**src/rtl/fifo_pkg.sv**
```systemverilog
// Shared pointer helpers for both sides of the asynchronous FIFO.
// Functions operate on a 32-bit container; callers zero-extend and truncate to their pointer width.
`default_nettype none

package fifo_pkg;

  localparam int PTR_MAX_W = 32;

  typedef logic [PTR_MAX_W-1:0] ptr_word_t;

  // Pointers carry one extra bit beyond the address so full and empty are distinguishable.
  function automatic int ptr_width(input int addr_w);
    return addr_w + 1;
  endfunction

  function automatic ptr_word_t bin2gray(input ptr_word_t bin);
    return bin ^ (bin >> 1);
  endfunction

  function automatic ptr_word_t gray2bin(input ptr_word_t gray);
    ptr_word_t bin;
    bin[PTR_MAX_W-1] = gray[PTR_MAX_W-1];
    for (int i = PTR_MAX_W - 2; i >= 0; i--) begin
      bin[i] = bin[i+1] ^ gray[i];
    end
    return bin;
  endfunction

endpackage

`default_nettype wire

```
**src/rtl/fifo_sync2.sv**
```systemverilog
// Generic two-flop synchroniser with asynchronous active-low reset to zero.
`default_nettype none

module fifo_sync2 #(
  parameter int WIDTH = 1
) (
  input  logic             clk,
  input  logic             rst_n,
  input  logic [WIDTH-1:0] d,
  output logic [WIDTH-1:0] q
);

  logic [WIDTH-1:0] meta;

  always_ff @(posedge clk or negedge rst_n) begin
    if (!rst_n) begin
      meta <= '0;
      q    <= '0;
    end else begin
      meta <= d;
      q    <= meta;
    end
  end

endmodule

`default_nettype wire

```
**src/rtl/fifo_rptr_empty.sv**
```systemverilog
// Read-side controller of the asynchronous FIFO: read pointers, empty/level status
// and a registered valid/ready output stage fed from the memory's combinational read port.
`default_nettype none

module fifo_rptr_empty
  import fifo_pkg::*;
#(
  parameter int DATA_W       = 8,
  parameter int ADDR_W       = 4,
  parameter int ALMOST_EMPTY = 2
) (
  input  logic              i_rclk,
  input  logic              i_rrst_n,
  input  logic [ADDR_W:0]   i_wptrGray,
  input  logic [DATA_W-1:0] i_rdata,
  output logic [ADDR_W-1:0] o_raddr,
  output logic [ADDR_W:0]   o_rptrGray,
  output logic              o_rempty,
  output logic              o_ralmostEmpty,
  output logic [ADDR_W:0]   o_rlevel,
  output logic              o_valid,
  input  logic              i_ready,
  output logic [DATA_W-1:0] o_data
);

  localparam int               PTR_W  = ptr_width(ADDR_W);
  localparam logic [PTR_W-1:0] AE_THR = PTR_W'(ALMOST_EMPTY);

  logic [PTR_W-1:0] wq2_wptrGray;
  logic [PTR_W-1:0] rbin;
  logic [PTR_W-1:0] rgray;
  logic [PTR_W-1:0] rbin_next;
  logic [PTR_W-1:0] rgray_next;
  logic [PTR_W-1:0] wbin;
  logic [PTR_W-1:0] level_next;
  logic             pop;

  fifo_sync2 #(
    .WIDTH (PTR_W)
  ) u_wptr_sync (
    .clk   (i_rclk),
    .rst_n (i_rrst_n),
    .d     (i_wptrGray),
    .q     (wq2_wptrGray)
  );

  // Refill the output stage whenever it is empty or being drained this cycle.
  assign pop        = !o_rempty && (!o_valid || i_ready);
  assign rbin_next  = rbin + {{(PTR_W-1){1'b0}}, pop};
  assign rgray_next = PTR_W'(bin2gray(PTR_MAX_W'(rbin_next)));
  assign wbin       = PTR_W'(gray2bin(PTR_MAX_W'(wq2_wptrGray)));
  assign level_next = wbin - rbin_next;

  assign o_raddr    = rbin[ADDR_W-1:0];
  assign o_rptrGray = rgray;

  always_ff @(posedge i_rclk or negedge i_rrst_n) begin
    if (!i_rrst_n) begin
      rbin           <= '0;
      rgray          <= '0;
      o_rempty       <= 1'b1;
      o_ralmostEmpty <= 1'b1;
      o_rlevel       <= '0;
      o_valid        <= 1'b0;
      o_data         <= '0;
    end else begin
      rbin           <= rbin_next;
      rgray          <= rgray_next;
      o_rempty       <= (rgray_next == wq2_wptrGray);
      o_rlevel       <= level_next;
      o_ralmostEmpty <= (level_next <= AE_THR);
      if (pop) begin
        o_data  <= i_rdata;
        o_valid <= 1'b1;
      end else if (i_ready) begin
        o_valid <= 1'b0;
      end
    end
  end

endmodule

`default_nettype wire

```
**config.mk**
```make
export PLATFORM = sky130hd
export DESIGN_NAME = fifo_rptr_empty
export DESIGN_NICKNAME = d
export VERILOG_FILES = /design/src/rtl/fifo_pkg.sv /design/src/rtl/fifo_sync2.sv /design/src/rtl/fifo_rptr_empty.sv
export SDC_FILE = /design/constraint.sdc
export NUM_CORES = 1
export LEC_CHECK = 0
export BUFFER_PORTS_ARGS = -buffer_cell sky130_fd_sc_hd__buf_4
export CAP_MARGIN = 40
export CORE_AREA = 5 5 65 67
export DETAILED_ROUTE_END_ITERATION = 8
export DIE_AREA = 0 0 70 72
export PLACE_DENSITY = 0.78
export SETUP_SLACK_MARGIN = 0.5
export SLEW_MARGIN = 20
export SYNTH_ARGS = -nofsm -noshare
export SYNTH_HDL_FRONTEND = slang
export SYNTH_SLANG_ARGS = --single-unit
export TNS_END_PERCENT = 30
```
**constraint.sdc**
```tcl
create_clock -name i_rclk -period 3.24 [get_ports i_rclk]
set_clock_uncertainty 0.05 [all_clocks]
set_input_delay 0.648 -clock i_rclk [delete_from_list [all_inputs] [get_ports i_rclk]]
set_output_delay 0.648 -clock i_rclk [all_outputs]
set_load 0.02 [all_outputs]
```
# == Word level (Yosys, flattened, before mapping) ==
# Cells that the tools add are included.
# op_classes
n_eq_ne,1
n_mux,2
magnitude_cmp,1
n_reduce_logical,5
bitwise,5
n_addsub,2
# ops
op,count
$add 5x1->5,1
$eq 5x5->1,1
$le 5x2->1 const B,1
$sub 5x5->5,1
$xor 5x4->5,1
$xor 1x1->1,4
$logic_not 1->1,2
$mux 1,2
$reduce_bool 2->1,1
$logic_and 1x1->1,1
$logic_or 1x1->1,1
# totals
ff_bits,36
wordCells,25
output_inout_bits,25
in_bits,16

# == Depth between registers and ports, before layout ==
# depth
ltp_word,6
mapped_depth,11
ltp_nobuf,11

# == Modules after synthesis ==
# Synthesis repeated with hierarchy kept, for this count alone.
# unflattened
cells_unflattened,120
hier_area_um2,1561.5
# by_module_without_submodules
mod,cells_each,area_each_um2,n_inst,seq_area_each_um2
fifo_rptr_empty,110,1311.3,1,628.1
fifo_sync2,10,250.2,1,250.2

# == Worst setup path before layout ==
# OpenSTA, ideal clock, no wires.
# synth_timing
kind,input to register
start,in i_ready
end,reg o_ralmostEmpty
setup_ns,0.081
required_ns,3.109
path_slack_ns,-0.069
cell_stages,11
path_buffers,0
arrival_ns,3.177
path_cell_list,inv_1 > a21oi_1 > ha_1 > nand3_1 > xor2_1 > ha_1 > nand2b_1 > nor2_1 > o21ai_0 > or4b_4 > a211oi_2
# synth_between
elab_chain_cells,5
# synth_lines
element,line,source
from (decl),fifo_rptr_empty.sv:22,"input logic i_ready,"
$logic_or 1x1->1,fifo_rptr_empty.sv:48,assign pop = !o_rempty && (!o_valid || i_ready);
$logic_and 1x1->1,fifo_rptr_empty.sv:48,
via pop,fifo_rptr_empty.sv:36,logic pop;
$add 5x1->5,fifo_rptr_empty.sv:49,"assign rbin_next = rbin + {{(PTR_W-1){1'b0}}, pop};"
$sub 5x5->5,fifo_rptr_empty.sv:52,assign level_next = wbin - rbin_next;
via level_next[3],fifo_rptr_empty.sv:35,logic [PTR_W-1:0] level_next;
$le 5x2->1,fifo_rptr_empty.sv:71,o_ralmostEmpty <= (level_next <= AE_THR);
to (signal assigned),fifo_rptr_empty.sv:71,
to (decl),fifo_rptr_empty.sv:19,"output logic o_ralmostEmpty,"
# The timed path passes the listed nets, and every way through them passes these cells.
# A chain may end at the register's enable or synchronous reset.

# == Worst setup path in the final report ==
# layout_timing
start,reg u_wptr_sync.q[4]
end,reg o_ralmostEmpty
# layout_between
elab_chain_cells,6
# layout_lines
element,line,source
from (decl),fifo_sync2.sv:10,output logic [WIDTH-1:0] q
from (signal assigned),fifo_sync2.sv:21,q <= meta;
$xor 1x1->1 (4 in series),fifo_pkg.sv:24,bin[i] = bin[i+1] ^ gray[i];
$sub 5x5->5 (*),fifo_rptr_empty.sv:52,
$le 5x2->1 (*),fifo_rptr_empty.sv:71,
# Every way passes the cells marked *; elsewhere a longest branch is shown, timed or not.

==> flow_metrics.py <==
metrics = {
    "timing": {
        "slew_violations": 0,
        "setup_slack_ps": 627.0,
        "setup_viol": 0,
        "tightestPinTransition_ps": 787.1,
        "fin_crit_sh": 0.8065,
        "fmax_mhz": 382.7,
        "setup_tns_ps": 0,
        "maxSlewHeadroom": 0.4715,
        "finalHoldViolCount": 0,
        "layout_min_cycle_time_ps": 2613,
        "rsz0062_at_grt": "no",
        "whs_ps": 199.1,
    },
    "synth": {
        "syn_inst": 120,
        "ys_types": 32,
        "syn_nets": 143,
        "syn_avg_cell_area_um2": 13.01,
        "ys_seq_area_frac": 0.5625,
        "yosysWarnings": 0,
        "yosys-top-cells-count": "33 x dfrtp_1, 10 x xnor2_1, 9 x mux2_2, 8 x inv_1, 7 x ha_1",
        "synth-edff-count": 0,
        "synth_area_um2": 1561,
        "synth_area_leader_cell": "dfrtp_1",
        "netlist_top_cells_area": "dfrtp_1 53%, mux2_2 6.5%, ha_1 5.6%, xnor2_1 5.6%, dfstp_2 3.4%",
        "synthArstFlopShare": 1.000,
        "yosysMostFrequentCell": "dfrtp_1",
        "synth_flop_cell": "dfrtp_1",
        "synth_seq_cells": 35,
        "synth.top_cell.area_share": 0.5288,
    },
    "grt": {
        "antenna_found_initial": 0,
        "grt_pass1_wl_mm": 5.499,
        "grt_use_total": 0.1403,
        "grt.overflow.total": 0,
        "grt_pass1_vias": 1154,
        "grt_max_degree": 36,
    },
    "place": {
        "place_area_um2": 2073,
        "pre_cts_slack_ps": 315.4,
        "io_buffers": 40,
        "place.gp.congestion": 0.8152,
        "dp_hpwl_mm": 2.427,
    },
    "clock_network": {
        "root_buffer": "clkbuf_4",
        "cts_hold_buffers": 0,
        "clock_latency_ps": 330,
        "cts_made_buffers": 5,
        "clk_path_buf_depth": 2,
        "cts_max_level": 2,
        "path_clk_slew_ps": 100,
        "cts_sinks": 35,
        "cts_tree": "done",
    },
    "detailed_routing": {
        "antenna_left": 0,
        "drc_errors": 0,
        "drt_iter0_markers": 56,
        "vias_per_cell": 4.887,
        "dr.pass1.iters": 4,
        "wl_mm": 3.365,
        "vias": 1085,
        "wl_per_cell_um": 15.16,
    },
    "critical_path": {
        "cp_data_required_time_ps": 3450,
        "critPathKind": "reg -> reg",
        "slowest_stage": "dfrtp_2",
        "critPathTopFamily": "XOR/XNOR gates",
        "crit_fanout": 5,
        "crit_path_cell_trace": "xnor3_2 -> xor2_4 -> xor2_1 -> ha_2 -> inv_2 -> ha_4 -> and2_2 -> o31a_1 -> o2bb2ai_2 -> a211oi_2",
        "path_buf_inv": 1,
        "cp-start-kind": "flop",
        "endpoint_kind": "flop",
        "worstPathArrival_ps": 2830,
        "slowest_delay_ps": 460,
    },
    "outcome": {
        "outcome": "finished, final reports clean",
    },
    "power": {
        "seq_power_share": 0.266,
        "clkPwrFrac": 0.099,
        "vdd_drop_max_mv": 0.5173,
        "pwr-share-comb": 0.635,
        "power_density_nw_per_um2": 1175,
        "power.switching_w": 0.001118,
        "p_int_w": 0.001537,
        "leakagePower_nw": 0.9823,
        "power.share.switching": 0.4211,
    },
    "floorplanning": {
        "die_w_um": 70,
        "initial_utilization": 0.4364,
        "coreArea_um2": 3578,
        "die_area_um2": 5040,
        "io_pins": 41,
        "die_h_um": 72,
        "rows": 22,
    },
    "cells_and_area": {
        "area_growth_pct": 44.71,
        "nets": 196,
        "final_cell_area_um2": 2260,
        "drive_above_1_share": 0.5402,
        "n_antenna_cell": 0,
    },
    "job": {
        "maxCapViolations": 0,
    },
    "worst_hold_path": {
        "hp-class": "in -> async",
    },
}
worst paths after layout:
kind                            slack, ps          endpoint  cells after the start                start
worst max-delay path                  630    o_ralmostEmpty                     10     u_wptr_sync.q[4]
worst min-delay path                  200         o_data[0]                      1             i_rrst_n
worst max register to register        630    o_ralmostEmpty                     10     u_wptr_sync.q[4]
worst min register to register        310  u_wptr_sync.q[2]                      0  u_wptr_sync.meta[2]
max in group asynchronous            2600    o_ralmostEmpty                      1             i_rrst_n
min in group i_rclk                   310  u_wptr_sync.q[2]                      0  u_wptr_sync.meta[2]
routing by layer:
layer,vias to the layer above,global-route usage,wire [µm]
met3,7,0.04017,136
li1,517,-,-
met5,-,0,0
met4,0,0.07447,82
met2,21,0.2288,1763
met1,540,0.1696,1382
power groups by stage:
stage	sequential, W	clock (W)	combinational (W)
final	0.000707	0.000262	0.00169
after global routing	0.000729	0.000293	0.00182
after CTS	0.000710	0.000272	0.00149
after detailed placement	0.000718	0	0.00146
after global placement	0.000711	0	0.00142
after floorplan	0.000872	0	0.000871
cell usage in the layout (no fill, tap or decap), types with 2 or more instances in the layout:
cell type | Yosys | routed
buf_4 | 0 | 46
dfrtp_1 | 33 | 31
xnor2_1 | 10 | 9
mux2_2 | 9 | 9
inv_1 | 8 | 6
xor2_1 | 6 | 5
ha_4 | 0 | 5
clkbuf_4 | 0 | 5
nor2_1 | 4 | 4
nor3_1 | 5 | 3
nor3b_1 | 4 | 3
o21ai_0 | 4 | 3
xor2_4 | 0 | 2
a21oi_2 | 0 | 2
and2_1 | 2 | 2
nand2b_1 | 3 | 2
ha_2 | 0 | 2
clkbuf_8 | 0 | 2
dfstp_2 | 2 | 2
dfrtp_2 | 0 | 2
kinds of logic after synthesis:
logic type | count (synthesis) | synth area share
buf+inv | 8 | 0.01923
mux | 9 | 0.06491
fa+ha+maj | 7 | 0.05609
simple gates | 29 | 0.1146
xor+xnor | 19 | 0.1258
flops | 35 | 0.5625
compound gates | 13 | 0.05689
repair_timing:
item / CTS / global route
gates cloned: 0 / 0
setup buffers: 1 / 4
endpoints found under the setup margin: 3 / 3
gates resized for setup: 4 / 12
pin swaps: 1 / 8
worst register-to-register path, cell delays in order, from the launching register on:
cell	delay [ps]
dfrtp_2	460
xnor3_2	440
xor2_4	220
xor2_1	180
ha_2	220
inv_2	70
ha_4	190
and2_2	200
o31a_1	320
o2bb2ai_2	140
a211oi_2	60
layout make-up:
cell class,instances,area (µm²)
sequential,35,880.8
tap,48,60.06
fill,291,1319
multi-input combinational,77,862.1
inverter,8,42.54
timing repair buffer,46,345.3
clock buffer,8,68.82
state kept, by name, indices dropped and copies added (netlist names):
name              flops
rbin                  5
o_rempty              1
u_wptr_sync.q         5
u_wptr_sync.meta      5
o_rptrGray            4
o_ralmostEmpty        1
o_rlevel              5
o_valid               1
o_data                8
stage by stage:
stage	power (W)	util	cells
3_5_place_dp	0.002178	0.5794	209
2_1_floorplan	0.001743	-	120
3_3_place_gp	0.002128	0.5794	209
6_report	0.002655	0.6315	222
4_1_cts	0.002476	0.6084	218
5_1_grt	0.002837	0.6315	222
Note: power is estimated with default switching activity, not from simulation.
